`src/rtl/detector_frame_scheduler.sv`:
```
// Round-robin scheduler that time-shares one external "1101" Mealy detector
// among N_CH serial requesters, one fixed-length frame at a time.
module detector_frame_scheduler #(
   parameter  int unsigned N_CH      = 4,
   parameter  int unsigned FRAME_LEN = 16,
   parameter  int unsigned CNT_W     = 5,
   localparam int unsigned CH_W      = $clog2(N_CH)
) (
   input  logic              Clock,
   input  logic              Reset,
   input  logic [N_CH-1:0]   req,
   input  logic [N_CH-1:0]   bit_in,
   input  logic              det_z,
   output logic              det_w,
   output logic              det_clr,
   output logic [N_CH-1:0]   grant,
   output logic              busy,
   output logic              done,
   output logic [CH_W-1:0]   done_ch,
   output logic [CNT_W-1:0]  hit_count,
   output logic              aborted
);

   localparam int unsigned     BC_W     = $clog2(FRAME_LEN);
   localparam logic [BC_W-1:0] LAST_BIT = BC_W'(FRAME_LEN - 1);
   localparam logic [CNT_W-1:0] ACC_MAX = '1;

   typedef enum logic [1:0] {
      S_IDLE   = 2'd0,
      S_CLEAR  = 2'd1,
      S_RUN    = 2'd2,
      S_REPORT = 2'd3
   } state_e;

   state_e            state_q, state_d;
   logic [N_CH-1:0]   grant_q, grant_d;
   logic [CH_W-1:0]   sel_q, sel_d;
   logic [CH_W-1:0]   rr_q, rr_d;
   logic [BC_W-1:0]   cnt_q, cnt_d;
   logic [CNT_W-1:0]  acc_q, acc_d;
   logic              det_clr_q, det_clr_d;
   logic              done_q, done_d;
   logic              busy_q, busy_d;
   logic [CH_W-1:0]   done_ch_q, done_ch_d;
   logic [CNT_W-1:0]  hit_count_q, hit_count_d;
   logic              aborted_q, aborted_d;

   logic              pick_found;
   logic [CH_W-1:0]   pick_idx;
   logic [CH_W-1:0]   scan_idx;
   logic              to_report;

   // First requester after the last-served channel, wrapping around
   always_comb begin
      pick_found = 1'b0;
      pick_idx   = '0;
      scan_idx   = '0;
      for (int unsigned i = 1; i <= N_CH; i++) begin
         scan_idx = CH_W'((32'(rr_q) + i) % N_CH);
         if (!pick_found && req[scan_idx]) begin
            pick_found = 1'b1;
            pick_idx   = scan_idx;
         end
      end
   end

   always_comb begin
      state_d     = state_q;
      grant_d     = grant_q;
      sel_d       = sel_q;
      rr_d        = rr_q;
      cnt_d       = cnt_q;
      acc_d       = acc_q;
      det_clr_d   = 1'b0;
      done_d      = 1'b0;
      busy_d      = busy_q;
      done_ch_d   = done_ch_q;
      hit_count_d = hit_count_q;
      aborted_d   = aborted_q;
      to_report   = 1'b0;

      case (state_q)
         S_IDLE: begin
            if (pick_found) begin
               grant_d           = '0;
               grant_d[pick_idx] = 1'b1;
               sel_d             = pick_idx;
               rr_d              = pick_idx;
               det_clr_d         = 1'b1;
               busy_d            = 1'b1;
               state_d           = S_CLEAR;
            end
         end
         S_CLEAR: begin
            cnt_d   = '0;
            acc_d   = '0;
            state_d = S_RUN;
         end
         S_RUN: begin
            // A dropped request ends the frame without counting this cycle
            if (!req[sel_q]) begin
               to_report = 1'b1;
               aborted_d = 1'b1;
            end else begin
               cnt_d = cnt_q + BC_W'(1);
               if (det_z && (acc_q != ACC_MAX)) begin
                  acc_d = acc_q + CNT_W'(1);
               end
               if (cnt_q == LAST_BIT) begin
                  to_report = 1'b1;
                  aborted_d = 1'b0;
               end
            end
            if (to_report) begin
               state_d     = S_REPORT;
               done_d      = 1'b1;
               hit_count_d = acc_d;
               done_ch_d   = sel_q;
            end
         end
         S_REPORT: begin
            grant_d = '0;
            busy_d  = 1'b0;
            state_d = S_IDLE;
         end
         default: begin
            state_d = S_IDLE;
         end
      endcase
   end

   always_ff @(posedge Clock or posedge Reset) begin
      if (Reset) begin
         state_q     <= S_IDLE;
         grant_q     <= '0;
         sel_q       <= '0;
         rr_q        <= CH_W'(N_CH - 1);
         cnt_q       <= '0;
         acc_q       <= '0;
         det_clr_q   <= 1'b0;
         done_q      <= 1'b0;
         busy_q      <= 1'b0;
         done_ch_q   <= '0;
         hit_count_q <= '0;
         aborted_q   <= 1'b0;
      end else begin
         state_q     <= state_d;
         grant_q     <= grant_d;
         sel_q       <= sel_d;
         rr_q        <= rr_d;
         cnt_q       <= cnt_d;
         acc_q       <= acc_d;
         det_clr_q   <= det_clr_d;
         done_q      <= done_d;
         busy_q      <= busy_d;
         done_ch_q   <= done_ch_d;
         hit_count_q <= hit_count_d;
         aborted_q   <= aborted_d;
      end
   end

   // Outside RUN the detector sees zeros and stays in its default state
   assign det_w     = (state_q == S_RUN) ? bit_in[sel_q] : 1'b0;
   assign det_clr   = det_clr_q;
   assign grant     = grant_q;
   assign busy      = busy_q;
   assign done      = done_q;
   assign done_ch   = done_ch_q;
   assign hit_count = hit_count_q;
   assign aborted   = aborted_q;

endmodule

```
`config.mk`:
```
export PLATFORM = sky130hd
export DESIGN_NAME = detector_frame_scheduler
export DESIGN_NICKNAME = d
export VERILOG_FILES = /design/src/rtl/detector_frame_scheduler.sv
export SDC_FILE = /design/constraint.sdc
export NUM_CORES = 1
export LEC_CHECK = 0
export CAP_MARGIN = 40
export CORE_AREA = 2 2 74 76
export DETAILED_ROUTE_END_ITERATION = 8
export DIE_AREA = 0 0 76 78
export DONT_BUFFER_PORTS = 1
export SLEW_MARGIN = 30
export SYNTH_ARGS = -nofsm -noshare
export SYNTH_HDL_FRONTEND = slang
export SYNTH_SLANG_ARGS = --single-unit
```
`constraint.sdc`:
```
create_clock -name Clock -period 3.1 [get_ports Clock]
set_input_delay 0.62 -clock Clock [delete_from_list [all_inputs] [get_ports Clock]]
set_output_delay 0.62 -clock Clock [all_outputs]
set_load 0.01 [all_outputs]
```
# Word-level counts from Yosys, hierarchy flattened
# Cells that the tools add are included.
# word_totals
in_bits	11
output_inout_bits	16
elab_cells	95
regBits	30
# classes
eq_ne	9
reduce_logical	17
muxes	44
add_sub_neg	6
n_lt_le_gt_ge	7
# ops
op	n
$mux W1	22
$lt A2 B3 Y1 const B	6
$pmux W4 S2	2
$bmux W1 S2	6
$mux W2	6
$reduce_and A2 Y1	6
$mux W5	2
$pmux W5 S2	1
$mux W4	2
$pmux W2 S4	1
$add A5 B1 Y5 const B	1
$logic_and A1 B1 Y1	5
$ne A5 B5 Y1 const B	1
$add A2 B1 Y2 const B	2
$add A2 B2 Y2 const B	2
$add A4 B1 Y4 const B	1
$eq A2 B2 Y1 const B	2
$eq A4 B4 Y1 const B	1
$ne A2 B1 Y1 const B	2
$ne A2 B2 Y1 const B	2
$reduce_bool A2 Y1	2
$logic_not A1 Y1	3
$demux W1 S2	1
$eq A2 B1 Y1 const B	1
other kinds (3)	3

# Longest topological paths before layout
# Gate-level depths: netlist of the first run.
# depth
ltp_word	19
depth_mapped	8
mapped_depth_nobuf	7

# Worst setup path after synthesis of the first run
# No wires, ideal clock.
# synth_path
path_kind	flip-flop to flip-flop
from	reg acc_q[0]
to	reg hit_count_q[3] (netlist: hit_count[3])
period_less_slack_ns	2.181
path_slack_ns	0.919
stages_incl_launch_ff	8
setup_time_ns	0.082
required_ns	3.018
n_path_buf	0
arrival_time_ns	2.099
path_cell_list	dfrtp_1 > ha_1 > and3_1 > ha_1 > or3b_4 > o22a_4 > or3_1 > a31oi_1
# synth_between
elab_chain_cells	4
elab_cells_between_ends	5
classes_between	1 x add/sub; 1 x eq/ne; 2 x mux; 1 x reduce/logical
# synth_rtl
item	line_no	text
start, declared	40	logic [CNT_W-1:0] acc_q, acc_d;
start signal, assigned	139	acc_q <= '0;
start signal, assigned	152	acc_q <= acc_d;
parallel branches: the longest is 2 deep, another holds $add A5 B1 Y5	-	
$mux W5 (*)	106	if (det_z && (acc_q != ACC_MAX)) begin
$mux W5 (*)	101	if (!req[sel_q]) begin
end signal, assigned	157	hit_count_q <= hit_count_d;
end, declared	45	logic [CNT_W-1:0] hit_count_q, hit_count_d;
# Every way passes the cells marked *.
# A chain may end at the register's enable or synchronous reset.

# Worst setup path after layout of the first run
# layout_path
from	reg acc_q[0]
to	reg acc_q[0]
# layout_between
elab_chain_cells	5
elab_cells_between_ends	6
classes_between	1 x add/sub; 1 x eq/ne; 3 x mux; 1 x reduce/logical
# layout_rtl
item	line_no	text
parallel branches: the longest is 3 deep, another holds $add A5 B1 Y5	-	
$mux W5 (*)	101	
$pmux W5 S2 (*)	82	case (state_q)
# Marked as above.

==> results.md, run 1 <==
* CTS Buffer Depth at 2
* Initial antenna violation count at 0
* Minimum clock period at about 2400 ps
* Actual slew at the worst max-slew pin at roughly 580 ps
* Combinational share of power at between 30% and 40%
* RSZ-0062 raised after global routing: no
* Critical Path Source Type: flip-flop
* # IOs at 27
* Pins Over Slew Limit at 0
* Arr. time, crit path at approximately 2500 ps
* WHS at between 200 and 300 ps
* Area of the multi-input gates at approximately 840 um2
* Syn Std Cell Area at 0.00164 mm2
* Psw at approximately 0.71 mW
* Int Power at 1.05 mW
* Status: finished, final reports clean
* Power Total at around 1.8 mW
* Chip Width at between 70 and 80 um
* Clock buffer count from CTS at 5
* Die Ht at slightly below 80 um
* Vias in the first global route at between 1k and 1.5k
* Yosys cell types at 45
* Grt ovf at 0
* Sequential-to-total area share from yosys stat at about 46%
* Yosys warning count at 0
* Place WS at between 700 and 800 ps
* Sequential cell area at between 700 and 800 um2
* Layout area overhead at 9.98%
* # setup viols final at 0
* Via density at around 5.3
* Largest net degree at the start of global routing at 31
* WL final at about 3500 um
* Synth Register Bits at 30
* Leak at 0.750 nW
* Final clock skew at between 9 and 10 ps
* Worst skew pair latency at 290 ps
* CP Capture Type: flip-flop
* Fill count at slightly above 500
* Avg Inst Size Synth at 11.0 um2
* Number of flops mapped to enable cells by yosys at 0
* Final net count at ~170
* Share of layout cells above drive strength 1 at ~15%
* Drt wl/cell at about 15 um
* Core area at between 0.005 and 0.006 mm2
* Post-DP HPWL at ~2500 um
* Cell Pwr Density at between 900 and 1000 mW/mm2
* Reg2reg start: acc_q[0]$_DFFE_PP0P_
* Final Hold Fails at 0
* Final setup TNS at 0 ps
* HP Class: in2async
* Finished Core Util at a little over a third
* Slew Limit Headroom at 61.1%
* Final worst setup slack at between 700 and 800 ps
* Routability Congestion at between 0.8 and 0.9
* Maximum clock frequency at 0.425 GHz
* Clock network power share at a little under a fifth
* Global-route wire length before repair at approximately 6100 um
* Net Sw Frac at slightly above 40%
* Async S/R FF share, synth at 100%
* Max-Cap Viols at 0
* Drt pass-1 iters at 4
* Drt drc at 0
* Post-DRT Antenna Nets at 0
* Cells after Synth at 149
* CTS Root Cell: clkbuf_8
* Syn nets at 168
* Input/output buffers at 0
* Sinks on Clock Net at 30
* Post-CTS Hold Buffers at 0
* Vias at ~1.2k
* Launch point of the worst path: acc_q[0]$_DFFE_PP0P_
* CTS clk-pin slew, worst paths at 70 ps
* Iter 0 DRT Violations at 48
* Sequential share of power at a little over two fifths
* Post-CTS sizing at 0
* Initial Util at roughly a third
* Max FO, Critical Path at 6
* Total setup buffers inserted after CTS at 0
* Worst endpoint required time at 3280 ps
* VDD IR max at 0.217 mV
* CTS tree: built
* Die ar. at 0.00593 mm2
* # rows at 26
* Period utilisation layout at about three quarters
* Critical path class: reg2reg
* Final antenna diode count at 0
* Total Routing Usage GR at about an eighth
* Top_reg_cell synth: dfrtp_1
* CTS H-tree depth at 2
[registers in the layout, summed over array words and instances, names as in the netlist]
signal,cells
det_clr,1
cnt_q,4
grant,4
sel_q,2
aborted,1
done_ch,2
hit_count,5
state_q,2
done,1
busy,1
rr_q,2
acc_q,5
[power by group through the flow]
stage               clock network, mW  logic (mW)  registers, mW
finish                          0.321       0.691          0.751
global route                    0.350       0.777          0.779
CTS                             0.333       0.695          0.756
detailed placement                  0       0.689          0.763
global placement                    0       0.657          0.753
floorplan                           0       0.597          0.703
[per-stage QoR]
stage,instance area [um2],std cells
after floorplan,1640,149
after global placement,1710,217
after detailed placement,1710,217
after CTS,1800,225
after global routing,1810,226
final,1810,226
[final cells by class]
class	count	share of cell area (%)
Clock buffer	7	4.78
Clock inverter	1	0.277
Inverter	6	1.25
Multi-Input combinational cell	110	46.5
Sequential cell	30	41.7
Tap cell	70	4.85
Timing Repair Buffer	2	0.623
[cells in the final DEF, fill, tap and decap left out, types with 3 or more instances in the layout]
| cell type | netlist | final |
|---|---|---|
| mux2_2 | 5 | 5 |
| a21oi_1 | 4 | 4 |
| clkbuf_8 | 0 | 6 |
| inv_1 | 5 | 5 |
| nor2b_1 | 3 | 3 |
| nand2_1 | 13 | 13 |
| o21ai_0 | 11 | 11 |
| nor2_1 | 11 | 11 |
| xnor2_1 | 3 | 3 |
| nand3_1 | 3 | 3 |
| ha_1 | 8 | 8 |
| mux2i_1 | 4 | 4 |
| dfrtp_1 | 28 | 28 |
| a32o_1 | 4 | 4 |
| a31oi_1 | 3 | 3 |
| o22ai_1 | 3 | 3 |
| nand2b_1 | 4 | 4 |
[Yosys cell counts, types with 3 or more instances]
cell       n  share of area [%]
dfrtp_1   28                 43
nand2_1   13                3.0
nand3_1    3               0.91
nor2b_1    3                1.1
o22ai_1    3                1.1
ha_1       8                6.1
a31oi_1    3                1.1
a32o_1     4                2.4
nand2b_1   4                1.5
xnor2_1    3                1.6
inv_1      5                1.1
mux2_2     5                3.4
o21ai_0   11                3.4
mux2i_1    4                2.4
a21oi_1    4                1.2
nor2_1    11                2.5
[per-layer routing]
layer	wire length, um	track usage [%]	vias to the layer above
li1	-	-	564
met5	0	0	-
met2	1770	23.0	30
met4	99	8.55	0
met3	236	4.77	9
met1	1380	13.1	603
[path summary, 6_finish.rpt]
kind                                            endpoint  slack (ps)  cells past startpoint
worst max-delay path                acc_q[0]$_DFFE_PP0P_         750                      7
worst min-delay path            hit_count[0]$_DFFE_PP0P_         300                      2
worst max register to register      acc_q[0]$_DFFE_PP0P_         750                      7
worst min register to register      cnt_q[3]$_DFFE_PP0P_         490                      1
max in group asynchronous            rr_q[0]$_DFFE_PP1P_        2470                      2
min in group Clock                  cnt_q[3]$_DFFE_PP0P_         490                      1
[worst max-delay path, cell delays in order (launching register included)]
cell and delay [ps]:
dfrtp_1 440, ha_1 270, and3_1 200, ha_1 210, or3b_4 390, o22ai_2 290
o21ai_0 190, a22o_1 260
[kinds of logic (layout without fill, tap and decap cells)]
kind of cell / Yosys count / after routing / synth area share [%]
adder cells (fa/ha/maj): 8 / 8 / 6.09
AO/OA/AOI/OAI: 40 / 40 / 19.0
multiplexers: 12 / 12 / 9.52
XOR/XNOR: 4 / 4 / 2.13
buffers and inverters: 9 / 16 / 2.97
flip-flops: 30 / 30 / 45.8
AND/OR/NAND/NOR: 46 / 46 / 14.5
(Power assumes the default switching activity.)
==> run 2: changes to the inputs <==
- clock period: 3.1 -> 2.2 ns (I/O delays scaled with it)
==> run 2 against run 1 <==
Net effect:
- design area rose by 5.1%
- sequential cell count did not move
- register-to-register slack got worse by 700 ps
- via count up 1.6%
- critical path type unchanged
- highest routed layer unchanged
==> results.md, run 2 (synthesized netlist as in run 1, its figures left out) <==
* Commonest non-fill, non-tap cell in the layout: dfrtp_1 (unchanged)
* Die Ht at 78 um (unchanged)
* VDD IR max at 0.313 mV (was 0.217 mV)
* Drt pass-1 iters at 5 (was 4)
* CP Capture Type: flip-flop (unchanged)
* Input/output buffers at 0 (unchanged)
* Arr. time, crit path at 2360 ps (was 2530 ps)
* Post-DP HPWL at 2660 um (was 2550 um)
* Status: finished, final reports clean (unchanged)
* Worst path top cell family by delay: simple AND/OR/NAND/NOR gates (was compound AO/OA/AOI/OAI gates)
* Fill count at 518 (was 517)
* CTS Root Cell: clkbuf_8 (unchanged)
* Max Used Layer: met4 (unchanged)
* Sinks on Clock Net at 30 (unchanged)
* Drt drc at 0 (unchanged)
* CTS clk-pin slew, worst paths at 60 ps (was 70 ps)
* # setup viols final at 0 (unchanged)
* Non-Filler Instances at 235 (was 226)
* Cell Pwr Density at 1360 mW/mm2 (was 976 mW/mm2)
* Final net count at 183 (was 174)
* Post-DRT Antenna Nets at 0 (unchanged)
* Final clock skew at 4.13 ps (was 9.17 ps)
* Routability Congestion at 0.836 (was 0.837)
* Iter 0 DRT Violations at 52 (was 48)
* Layout area overhead at 15.5% (was 9.98%)
* Minimum clock period at 2150 ps (was 2350 ps)
* CTS Buffer Depth at 2 (unchanged)
* Grt ovf at 0 (unchanged)
* Drt wl/cell at 15.1 um (was 15.4 um)
* Power Total at 2.58 mW (was 1.76 mW)
* Initial antenna violation count at 0 (unchanged)
* Cells after DPL at 226 (was 217)
* Area of the multi-input gates at 861 um2 (was 841 um2)
* Period utilisation layout at 97.8% (was 75.9%)
* Core area at 0.00504 mm2 (unchanged)
* Clock buffer count from CTS at 5 (unchanged)
* Actual slew at the worst max-slew pin at 616 ps (was 576 ps)
* Max FO, Critical Path at 5 (was 6)
* Initial Util at 32.6% (unchanged)
* # IOs at 27 (unchanged)
* Total Routing Usage GR at 13.0% (was 13.1%)
* Vias in the first global route at 1279 (was 1331)
* Worst endpoint required time at 2410 ps (was 3280 ps)
* # rows at 26 (unchanged)
* Critical Path Source Type: flip-flop (unchanged)
* Maximum clock frequency at 0.465 GHz (was 0.425 GHz)
* WL met1 at 1470 um (was 1380 um)
* R2R Setup Slk at 50 ps (was 750 ps)
* Met3 Wirelength at 218 um (was 236 um)
* Share of layout cells above drive strength 1 at 21.8% (was 14.7%)
* Final setup TNS at 0 ps (unchanged)
* Max stage delay cell, worst path: or3b_4 (was dfrtp_1)
* Chip Width at 76 um (unchanged)
* Vias at 1225 (was 1206)
* Most frequent cells in the layout: dfrtp_1 (28), nand2_1 (13), nor2_1 (11), o21ai_0 (11), buf_4 (11) (was dfrtp_1 (28), nand2_1 (13), nor2_1 (11), o21ai_0 (11), ha_1 (8))
* Die ar. at 0.00593 mm2 (unchanged)
* Sequential cell area at 753 um2 (unchanged)
* WL final at 3550 um (was 3480 um)
* Slew Limit Headroom at 58.3% (was 61.1%)
* Cell chain of the critical path: ha_2, and3_4, ha_4, or3b_4, o22a_4, or3_1, a31oi_1 (was ha_1, and3_1, ha_1, or3b_4, o22ai_2, o21ai_0, a22o_1)
* CTS H-tree depth at 2 (unchanged)
* Final Hold Fails at 0 (unchanged)
* Leak at 0.793 nW (was 0.750 nW)
* CTS tree: built (unchanged)
* Worst skew pair latency at 280 ps (was 290 ps)
* Largest net degree at the start of global routing at 31 (unchanged)
* Met2 WL at 1780 um (was 1770 um)
* RSZ-0062 raised after global routing: yes (was no)
* Worst path max stage delay at 400 ps (was 440 ps)
* Global-route wire length before repair at 6050 um (was 6100 um)
* Critical path class: reg2reg (unchanged)
* Max-Cap Viols at 0 (unchanged)
* Pins Over Slew Limit at 0 (unchanged)
* HP Class: in2async (unchanged)
* Via density at 5.21 (was 5.34)
* Bufs and invs on worst path at 0 (unchanged)
* Final antenna diode count at 0 (unchanged)
## run 2: area by class of cell
class	count	area share (%)
Sequential cell	30	39.7
Multi-Input combinational cell	110	45.4
Tap cell	70	4.61
Clock inverter	1	0.264
Timing Repair Buffer	11	4.35
Inverter	6	1.19
Clock buffer	7	4.55
## run 2: per-layer routing
layer  vias to the layer above  GRT usage [%]
li1                        583              -
met1                       613           14.2
met2                        22           21.9
met3                         7           4.42
met4                         0           8.18
met5                         -              0
## run 2: worst paths after layout
check                                     startpoint                  endpoint  cells past startpoint
worst max register to register  acc_q[1]$_DFFE_PP0P_  hit_count[3]$_DFFE_PP0P_                      7
max in group asynchronous                      Reset       rr_q[1]$_DFFE_PP1P_                      2
worst max-delay path            acc_q[1]$_DFFE_PP0P_  hit_count[3]$_DFFE_PP0P_                      7
worst min-delay path                           Reset      cnt_q[2]$_DFFE_PP0P_                      2
worst min register to register  cnt_q[3]$_DFFE_PP0P_      cnt_q[3]$_DFFE_PP0P_                      1
min in group Clock                            req[1]          busy$_DFFE_PP0P_                      3
## run 2: stage by stage
step / setup slack [ps] / utilization [%] / hold WS, ps / instance area [um2]
3_5_place_dp: -3.96 / 35.3 / 440 / 1780
3_3_place_gp: 40.6 / 35.3 / 435 / 1780
4_1_cts: 6.26 / 37.1 / 131 / 1870
2_1_floorplan: 18.9 / - / 451 / 1640
6_report: 47.5 / 37.6 / 123 / 1900
5_1_grt: -51.8 / 37.6 / 152 / 1900
## run 2: power breakdown
group,switching [mW],internal (mW)
Clock,0.206,0.252
Sequential,0.244,0.788
Combinational,0.577,0.518
Total,1.03,1.56
## run 2: what timing repair did
item                                    in CTS  in global routing
hold buffers                                 0                  0
resized for setup                            0                  4
setup buffers                                0                  1
endpoints found under the setup margin       1                  5
hold endpoints to repair                     0                  0
pin swaps                                    1                  5
## run 2: worst register-to-register path, delay by kind of cell (launching register included)
| kind | cells | cell delay, ps |
|---|---|---|
| DFF | 1 | 390 |
| adders and majority gates | 2 | 340 |
| AOI/OAI and AO/OA | 2 | 450 |
| and+or+nand+nor | 3 | 890 |
==> run 3: changes to the inputs <==
- CORE_AREA: 2 2 74 76 -> 2 2 82 69
- DIE_AREA: 0 0 76 78 -> 0 0 84 71
==> run 3 against run 2 <==
Net effect:
- setup slack gained 19 ps
- power shrank 1.2%
- via count shrank 0.41%
- final cell count shrank 0.85%
- combinational power is essentially flat
- clock skew grew 4.8 ps
- design area grew 0.26%
- sequential power is essentially flat
- core utilization shrank 1.0 points
- largest cell class unchanged
==> results.md, run 3 (synthesized netlist as in run 1, its figures left out) <==
* Status: finished, final reports clean (unchanged)
* Final setup TNS at 0 ps (unchanged)
* RSZ-0062 raised after global routing: no (was yes)
* Initial Util at 31.6% (was 32.6%)
* # rows at 24 (was 26)
* Cell chain of the critical path: ha_2, and3_4, ha_4, or3b_4, o22a_4, or3_1, a31oi_1 (unchanged)
* Placed cell areas at 0.00177 mm2 (was 0.00178 mm2)
* VDD IR max at 0.466 mV (was 0.313 mV)
* Initial antenna violation count at 0 (unchanged)
* Post-DP HPWL at 2680 um (was 2660 um)
* Worst path top cell family by delay: simple AND/OR/NAND/NOR gates (unchanged)
* CP Capture Type: flip-flop (unchanged)
* Pins Over Slew Limit at 0 (unchanged)
* Final worst setup slack at 66.1 ps (was 47.5 ps)
* Largest net degree at the start of global routing at 31 (unchanged)
* Max stage delay cell, worst path: dfrtp_1 (was or3b_4)
* Clock network power share at 16.7% (was 17.7%)
* Commonest non-fill, non-tap cell in the layout: dfrtp_1 (unchanged)
* Share of layout cells above drive strength 1 at 22.0% (was 21.8%)
* CTS H-tree depth at 2 (unchanged)
* Cells after DPL at 221 (was 226)
* Drt pass-1 iters at 4 (was 5)
* Drt wl/cell at 15.6 um (was 15.1 um)
* Most frequent cells in the layout: dfrtp_1 (28), buf_4 (14), nand2_1 (13), nor2_1 (11), o21ai_0 (11) (was dfrtp_1 (28), nand2_1 (13), nor2_1 (11), o21ai_0 (11), buf_4 (11))
* Worst skew pair latency at 280 ps (about the same)
* HP Class: in2async (unchanged)
* Sequential share of power at 40.7% (was 39.9%)
* Minimum clock period at 2130 ps (was 2150 ps)
* Routability Congestion at 0.809 (was 0.836)
* Via density at 5.24 (was 5.21)
* Final Hold Fails at 0 (unchanged)
* Sinks on Clock Net at 30 (unchanged)
* Chip Width at 84 um (was 76 um)
* WL final at 3640 um (was 3550 um)
* Combinational share of power at 42.6% (was 42.3%)
* CTS clk-pin slew, worst paths at 70 ps (was 60 ps)
* CTS Root Cell: clkbuf_8 (unchanged)
* Critical path class: reg2reg (unchanged)
* Vias at 1220 (was 1225)
* Non-Filler Instances at 233 (was 235)
* Max FO, Critical Path at 5 (unchanged)
* Period utilisation layout at 97.0% (was 97.8%)
* Max-Cap Viols at 0 (unchanged)
* Die Ht at 71 um (was 78 um)
* Vias in the first global route at 1244 (was 1279)
* Grt ovf at 0 (unchanged)
* Critical Path Source Type: flip-flop (unchanged)
* Place WS at -70.0 ps (was -3.96 ps)
* Post-Layout Inst Area at 0.00190 mm2 (about the same)
* Maximum clock frequency at 0.469 GHz (was 0.465 GHz)
* Leak at 0.800 nW (was 0.793 nW)
* Slew Limit Headroom at 43.9% (was 58.3%)
* Iter 0 DRT Violations at 90 (was 52)
* Post-DRT Antenna Nets at 0 (unchanged)
* CTS Buffer Depth at 2 (unchanged)
* CTS tree: built (unchanged)
* Bufs and invs on worst path at 0 (unchanged)
* Post-CTS Hold Buffers at 0 (unchanged)
* # setup viols final at 0 (unchanged)
* Finished Core Util at 36.6% (was 37.6%)
* Drt drc at 0 (unchanged)
* Input/output buffers at 0 (unchanged)
* Total Routing Usage GR at 13.5% (was 13.0%)
* Core area at 0.00519 mm2 (was 0.00504 mm2)
* Die ar. at 0.00596 mm2 (was 0.00593 mm2)
* Final antenna diode count at 0 (unchanged)
* Final net count at 186 (was 183)
* Int Power at 1.53 mW (was 1.56 mW)
* Global-route wire length before repair at 6280 um (was 6050 um)
* Power Total at 2.55 mW (was 2.58 mW)
* Clock buffer count from CTS at 5 (unchanged)
* Net Sw Frac at 39.9% (was 39.7%)
* Fill count at 542 (was 518)
* Final clock skew at 8.96 ps (was 4.13 ps)
* Layout area overhead at 15.8% (was 15.5%)
* Psw at 1.02 mW (was 1.03 mW)
* Cell Pwr Density at 1340 mW/mm2 (was 1360 mW/mm2)
* Arr. time, crit path at 2340 ps (was 2360 ps)
* Worst endpoint required time at 2400 ps (was 2410 ps)
* Actual slew at the worst max-slew pin at 830 ps (was 616 ps)
* WHS at 127 ps (was 123 ps)
* # IOs at 27 (unchanged)
* Worst path max stage delay at 390 ps (was 400 ps)
[run 3: changes by cell type in the layout (fill, tap and decap cells not counted)]
cell,before,now
buf_4,11,14
clkbuf_1,1,3
clkbuf_8,6,5
clkinv_2,1,0
o311ai_0,0,1
o311ai_1,1,0
[run 3: cell type report]
cell class | instances | area [um2] | share of cell area (%)
clock buffer | 8 | 80.1 | 4.21
sequential | 30 | 753 | 39.6
tap | 65 | 81.3 | 4.27
multi-input combinational | 110 | 861 | 45.2
inverter | 6 | 22.5 | 1.18
timing repair buffer | 14 | 105 | 5.52
[run 3: worst paths after layout]
check | start | end | slack [ps] | cells past startpoint
worst max-delay path | acc_q[0]$_DFFE_PP0P_ | hit_count[3]$_DFFE_PP0P_ | 70 | 7
worst min-delay path | Reset | aborted$_DFFE_PP0P_ | 130 | 2
worst max register to register | acc_q[0]$_DFFE_PP0P_ | hit_count[3]$_DFFE_PP0P_ | 70 | 7
worst min register to register | cnt_q[3]$_DFFE_PP0P_ | cnt_q[3]$_DFFE_PP0P_ | 490 | 1
max in group asynchronous | Reset | rr_q[0]$_DFFE_PP1P_ | 1740 | 2
min in group Clock | req[1] | busy$_DFFE_PP0P_ | 370 | 3
[run 3: power by group through the flow]
stage | Sequential (mW) | Clock, mW | Combinational, mW
floorplan | 0.990 | 0 | 0.841
global placement | 1.04 | 0 | 1.05
detailed placement | 1.05 | 0 | 1.07
CTS | 1.04 | 0.448 | 1.07
global route | 1.07 | 0.479 | 1.21
finish | 1.04 | 0.427 | 1.09
[run 3: repair_timing]
action	in CTS	in global routing
pin swaps	4	4
setup endpoints to repair	1	1
gates resized for setup	4	0
buffers inserted	1	3
[run 3: metal layers]
metal  wire [um]  share of wire, %  global-route usage [%]  vias to the layer above
met3         198               5.4                    5.02                        6
li1            -                 -                       -                      594
met1        1800                49                    18.1                      593
met2        1600                44                    19.7                       27
met4          40               1.1                    5.91                        0
met5           0                 0                       0                        -
